### config.mk
export PLATFORM = sky130hd
export DESIGN_NAME = fetch_stage
export DESIGN_NICKNAME = d
export VERILOG_FILES = /design/src/rtl/fetch_stage.sv
export SDC_FILE = /design/constraint.sdc
export NUM_CORES = 1
export LEC_CHECK = 0
export CAP_MARGIN = 20
export CORE_AREA = 2 2 87 131
export CTS_BUF_LIST = sky130_fd_sc_hd__clkbuf_16
export DETAILED_ROUTE_END_ITERATION = 16
export DIE_AREA = 0 0 89 133
export DONT_BUFFER_PORTS = 1
export PLACE_DENSITY = 0.8
export SLEW_MARGIN = 15
export SYNTH_ARGS = -nofsm -noshare
export SYNTH_HDL_FRONTEND = slang
export SYNTH_SLANG_ARGS = --single-unit
### constraint.sdc
create_clock -name clk -period 3.6 [get_ports clk]
set_input_delay 0.36 -clock clk [delete_from_list [all_inputs] [get_ports clk]]
set_output_delay 0.36 -clock clk [all_outputs]
set_load 0.02 [all_outputs]
### src/rtl/fetch_stage.sv
// Instruction fetch and IF/ID register with sticky halt; optional FETCH_PERF_CNT_EN fetch counter.
// Latency: one cycle from PCF to InstrD; redirect lands on PCF the next cycle.
// Backpressure: StallF/StallD hold PC and IF/ID; FlushD/PCSrcE bubble D; halt freezes fetch.
module fetch_stage #(
    parameter logic [31:0] RESET_PC  = 32'h00000000,
    parameter logic [31:0] NOP_INSTR = 32'h00000013
) (
    input  logic        clk,
    input  logic        rst,
    input  logic [31:0] InstrF,
    input  logic        StallF,
    input  logic        StallD,
    input  logic        FlushD,
    input  logic        PCSrcE,
    input  logic [31:0] PCTargetE,
    input  logic        DoneD,
    output logic [31:0] PCF,
    output logic [31:0] InstrD,
    output logic [31:0] PCD,
    output logic [31:0] PCPlus4D,
    output logic        HaltF
`ifdef FETCH_PERF_CNT_EN
    ,
    output logic [31:0] FetchCountD
`endif
);

    typedef enum logic {RUN = 1'b0, HALTED = 1'b1} halt_state_t;

    halt_state_t state_q, state_d;

    logic [31:0] PCPlus4F;
    logic [31:0] PCNextF;
    logic        pc_load;
    logic        bubble_d;
    logic        fetch_load;

    assign PCPlus4F = PCF + 32'd4;
    assign PCNextF  = PCSrcE ? PCTargetE : PCPlus4F;

    // A redirect always wins, even over a halted or stalled fetch.
    assign pc_load    = PCSrcE | ~(HaltF | StallF);
    assign bubble_d   = FlushD | PCSrcE;
    assign fetch_load = ~bubble_d & ~StallD & ~HaltF;

    always_ff @(posedge clk or posedge rst) begin
        if (rst) begin
            PCF <= RESET_PC;
        end else if (pc_load) begin
            PCF <= PCNextF;
        end
    end

    always_ff @(posedge clk or posedge rst) begin
        if (rst) begin
            InstrD   <= NOP_INSTR;
            PCD      <= RESET_PC;
            PCPlus4D <= RESET_PC + 32'd4;
        end else if (bubble_d) begin
            InstrD   <= NOP_INSTR;
            PCD      <= PCF;
            PCPlus4D <= PCPlus4F;
        end else if (StallD) begin
            InstrD   <= InstrD;
        end else if (HaltF) begin
            InstrD   <= NOP_INSTR;
        end else begin
            InstrD   <= InstrF;
            PCD      <= PCF;
            PCPlus4D <= PCPlus4F;
        end
    end

    always_ff @(posedge clk or posedge rst) begin
        if (rst) begin
            state_q <= RUN;
        end else begin
            state_q <= state_d;
        end
    end

    // Only a committed, non-stalled copy of the instruction in D may halt fetch.
    always_comb begin
        state_d = state_q;
        case (state_q)
            RUN:     if (DoneD & ~PCSrcE & ~FlushD & ~StallD) state_d = HALTED;
            HALTED:  state_d = HALTED;
            default: state_d = RUN;
        endcase
    end

    always_comb begin
        HaltF = (state_q == HALTED);
    end

`ifdef FETCH_PERF_CNT_EN
    always_ff @(posedge clk or posedge rst) begin
        if (rst) begin
            FetchCountD <= 32'd0;
        end else if (fetch_load) begin
            FetchCountD <= FetchCountD + 32'd1;
        end
    end
`else
    logic unused_fetch_load;
    assign unused_fetch_load = fetch_load;
`endif

endmodule
; Word-level counts from Yosys, hierarchy flattened
; Index checks and enable logic that the tools add are counted.
[word_totals]
register_bits = 129
in_bits = 71
wordCells = 32
output_inout_bits = 129
[op_classes]
addsub = 1
n_eq_ne = 2
bitwise = 11
n_mux = 12
n_reduce_logical = 1
[ops]
columns = cell, n
row1 = $mux W32, 10
row2 = $add A32 B3 Y32 const B, 1
row3 = $not A1 Y1, 5
row4 = $ne A2 B1 Y1 const B, 2
row5 = $and A1 B1 Y1, 3
row6 = $or A1 B1 Y1, 3
row7 = $pmux W1 S2, 1
row8 = $reduce_and A2 Y1, 1
row9 = $mux W1, 1

; Depth between registers and ports, before layout
[logic_depth]
depth_word = 6
depth_mapped = 7
ltp_nobuf = 6

; Worst setup path after synthesis
; Ideal clock, no wire load.
[synth_timing]
kind = register to register
startpoint = reg PCF[9]
endpoint = reg PCPlus4D[25]
required_time_ns = 3.463
setup_time_ns = 0.137
t_arrival_ns = 1.906
stages_incl_launch_ff = 8
setup_slack_ns = 1.557
n_path_buf = 2
synth_period_minus_slack_ns = 2.043
cell_sequence = dfrtp_1 buf_2 nand3_2 or4_4 buf_6 nor4_2 xnor2_1 a21oi_1
[synth_via]
elab_chain_cells = 4
[synth_lines]
columns = element, line
row1 = start: declaration, 17  ; output logic [31:0] PCF,
row2 = start signal: assignment, 50  ; PCF <= PCNextF;
row3 = $add A32 B3 Y32 *, 38  ; assign PCPlus4F = PCF + 32'd4;
row4 = $mux W32, 65  ; end else if (HaltF) begin
row5 = $mux W32, 63  ; end else if (StallD) begin
row6 = $mux W32 *, 59  ; end else if (bubble_d) begin
row7 = end signal: assignment, 58  ; PCPlus4D <= RESET_PC + 32'd4;
row8 = end signal: assignment, 62  ; PCPlus4D <= PCPlus4F;
row9 = end signal: assignment, 70  ; PCPlus4D <= PCPlus4F;
row10 = end: declaration, 20  ; output logic [31:0] PCPlus4D,
; Mark *: on every way between the ends. The rest lies on a longest branch, timed or not. The select of a mux whose other input is x is not followed.
; A chain may end at the register's enable or synchronous reset.

; Worst setup path in the final report
[layout_timing]
startpoint = reg PCF[2]
endpoint = reg PCF[28]
[layout_via]
elab_chain_cells = 2
[layout_lines]
columns = element, line
row1 = $add A32 B3 Y32, 38
row2 = $mux W32, 39  ; assign PCNextF = PCSrcE ? PCTargetE : PCPlus4F;
; No other way between the ends.

==> out/metrics.yaml <==
finish:
  nNetsFinal: 586
  area.growth.synth_to_final_pct: 10.5
  final_layout_size_suffix_gt1_share_pct: 15.6
  finalNonFillerCells: 674
  fillers: 931
  antenna_cells: 0
global_routing:
  grt_usage_pct: 25.4
  grt_max_degree: 88
  grt_overflow: 0
  antenna_found_initial: 0
  grt_pass1_wl_mm: 22.6
  grt_pass1_vias: 4300
placed_design:
  port_buffers: 0
  gp_congestion: 0.889
  hpwl_mm: 10.4
  dpl.cell_count: 642
run_status:
  status: "completed"
setup_path:
  critical-path-slowest-cell: "nor4_1"
  worstPathRequired_ns: 3.94
  path_cells: "ha_1, nand3_1, nor4_1, nand3_1, xor2_1, o21ai_1"
  path_delay_family: "simple AND/OR/NAND/NOR gates"
  critPathBufInv: 0
  worstPathArrival_ns: 2.90
  path_max_fanout: 8
  cp-start-kind: "register"
  criticalPathCategory: "reg2reg"
  crit_top_cell: "nand3_1"
  endpoint_kind: "register"
  crit_path_max_incr_delay_ns: 0.82
  r2r_setup_slack_ns: 1.04
run:
  drv_cap: 0
drt:
  drt_iter0_markers: 336
  detail-route-antenna-nets: 0
  vias: 4121
  drc: 0
  first_pass_iters: 5
  drt_wl_total_mm: 14.6
  wl_per_cell_um: 21.7
  via_per_inst: 6.11
logic_synthesis:
  synth_edf_count: 0
  synth-xor-area-share_pct: 8.61
  synth_seq_cells: 127
  yosysMostFrequentCell: "dfrtp_1"
  synthMuxAreaShare_pct: 6.97
  async_reset_ff_share_pct: 100
  yosysUniqueCellTypes: 42
  synth.cell_area_mm2: 0.00580
  synth.top_cell.area_share_pct: 53.1
  synth_top_family_by_area: "simple AND/OR/NAND/NOR gates"
  synthFlopType: "dfrtp_1"
  ys_seq_area_share_pct: 54.9
  yosysTopAreaCell: "dfrtp_1"
  synthSimpleGateAreaFrac_pct: 15.4
  syn_avg_cell_area_um2: 10.7
  synth_nets: 614
  netlist_top_cells_count: "123 x dfrtp_1, 48 x nor2_1, 46 x nand2_1, 35 x mux2_2, 34 x clkbuf_1"
  synthAdderAreaFrac_pct: 0.216
  synth.area.top_cells: "dfrtp_1 53%, mux2_2 6.8%, xnor2_1 4.4%"
  ys_warn_count: 0
  synth_compound_area_share_pct: 9.95
  netlist_instances: 542
clocking:
  clock-root-buffer: "clkbuf_16"
  path_clk_slew_ns: 0.06
  cts.htree.levels: 4
  numCtsBuffers: 17
  clock-sinks: 127
  cts_tree: "built"
  cts_buffer_depth: 2
  cts_setup_buffers: 0
  holdBufCountCts: 0
  worstSkewPairLatency_ns: 0.41
  ctsResizeCount: 0
die:
  io_pins: 200
  die_x_um: 89
  coreArea_mm2: 0.0108
  fp.dieH_um: 133
  rows: 47
  start_util_pct: 53.6
  die_area_mm2: 0.0118
sta:
  rsz0062_at_grt: "no"
  tns_ns: 0
  hold_viol: 0
  period_needed_ns: 2.56
  setup_viol: 0
  tightest_slew_ns: 0.918
  skew_ns: 0.00672
  fin_crit_sh_pct: 71.1
  drv_slew: 0
  fmax_mhz: 391
  max-slew-margin-rel_pct: 38.7
power_and_ir_drop:
  irDropWorstVdd_mv: 0.355
  power.density_mw_per_mm2: 598
  p_leak_nw: 2.59
worst_hold_path:
  min_path_type: "in2async"
registers in the layout, indices dropped and copies added, names as in the netlist:
| name | count |
|---|---|
| HaltF | 1 |
| PCF | 32 |
| PCPlus4D | 30 |
| InstrD | 32 |
| PCD | 32 |
final timing paths:
kind,startpoint,endpoint,depth (start not counted)
min,rst,HaltF,1
max in group asynchronous,rst,PCPlus4D[2],2
min in group clk,PCSrcE,PCF[9],1
max reg2reg,PCF[2],PCF[28],6
max,PCF[2],PCF[28],6
min reg2reg,PCPlus4D[2],PCPlus4D[2],2
final cells by class:
cell class	count	area (µm²)	area share, %
Clock buffer	17	425	6.64
Clock inverter	15	154	2.40
Inverter	2	11.3	0.176
Multi-Input combinational cell	363	2400	37.5
Sequential cell	127	3180	49.7
Tap cell	147	184	2.87
Timing Repair Buffer	3	47.5	0.742
routing by layer:
| metal | part of all wire [%] | track usage (%) |
|---|---|---|
| met2 | 54 | 42.4 |
| met1 | 34 | 28.3 |
| met5 | 0 | 0 |
| met3 | 8.9 | 8.80 |
| met4 | 3.5 | 12.1 |
placed cells by master, fill, tap and decap left out, drive strengths merged, types with 2 or more instances in the layout:
cell	Yosys	routed
a21oi	32	32
or4	2	2
dfstp	4	4
and2	2	2
inv	2	3
and4	5	5
dfrtp	123	123
clkinv	0	6
a22o	26	26
or2	3	3
nor4	10	10
bufinv	0	3
and3	3	3
xnor2	29	29
o21ai	31	31
clkinvlp	0	5
nand3	25	25
mux2	35	35
o22a	3	3
clkbuf	34	17
nor3	11	11
xor2	28	28
nand2	47	47
nor3b	3	3
nand4	11	11
buf	16	3
or3	2	2
nor2	48	48
power breakdown:
group | switching [mW] | leakage (nW) | internal [mW]
Sequential | 0.343 | 1.58 | 1.56
Clock | 0.607 | 0.280 | 1.07
Combinational | 0.133 | 0.737 | 0.125
Total | 1.08 | 2.59 | 2.75
stage by stage:
| step | total power [mW] | hold WS [ns] | cell area [µm²] | util, % | setup slack [ns] |
|---|---|---|---|---|---|
| 2_1_floorplan | 2.10 | 0.477 | 5800 | - | 1.56 |
| 3_3_place_gp | 2.17 | 0.439 | 5830 | 53.9 | 1.17 |
| 3_5_place_dp | 2.18 | 0.455 | 5830 | 53.9 | 1.12 |
| 4_1_cts | 3.86 | 0.0272 | 6410 | 59.2 | 1.10 |
| 5_1_grt | 3.97 | 0.0351 | 6410 | 59.2 | 0.862 |
| 6_report | 3.83 | 0.000434 | 6410 | 59.2 | 1.04 |
logic make-up after synthesis:
kind of cell             Yosys count
AND/OR/NAND/NOR                  176
buffers and inverters             52
AO/OA/AOI/OAI                     93
XOR/XNOR                          57
flip-flops                       127
adder cells (fa/ha/maj)            1
multiplexers                      36
No activity file was read; power rests on OpenSTA's default activity.
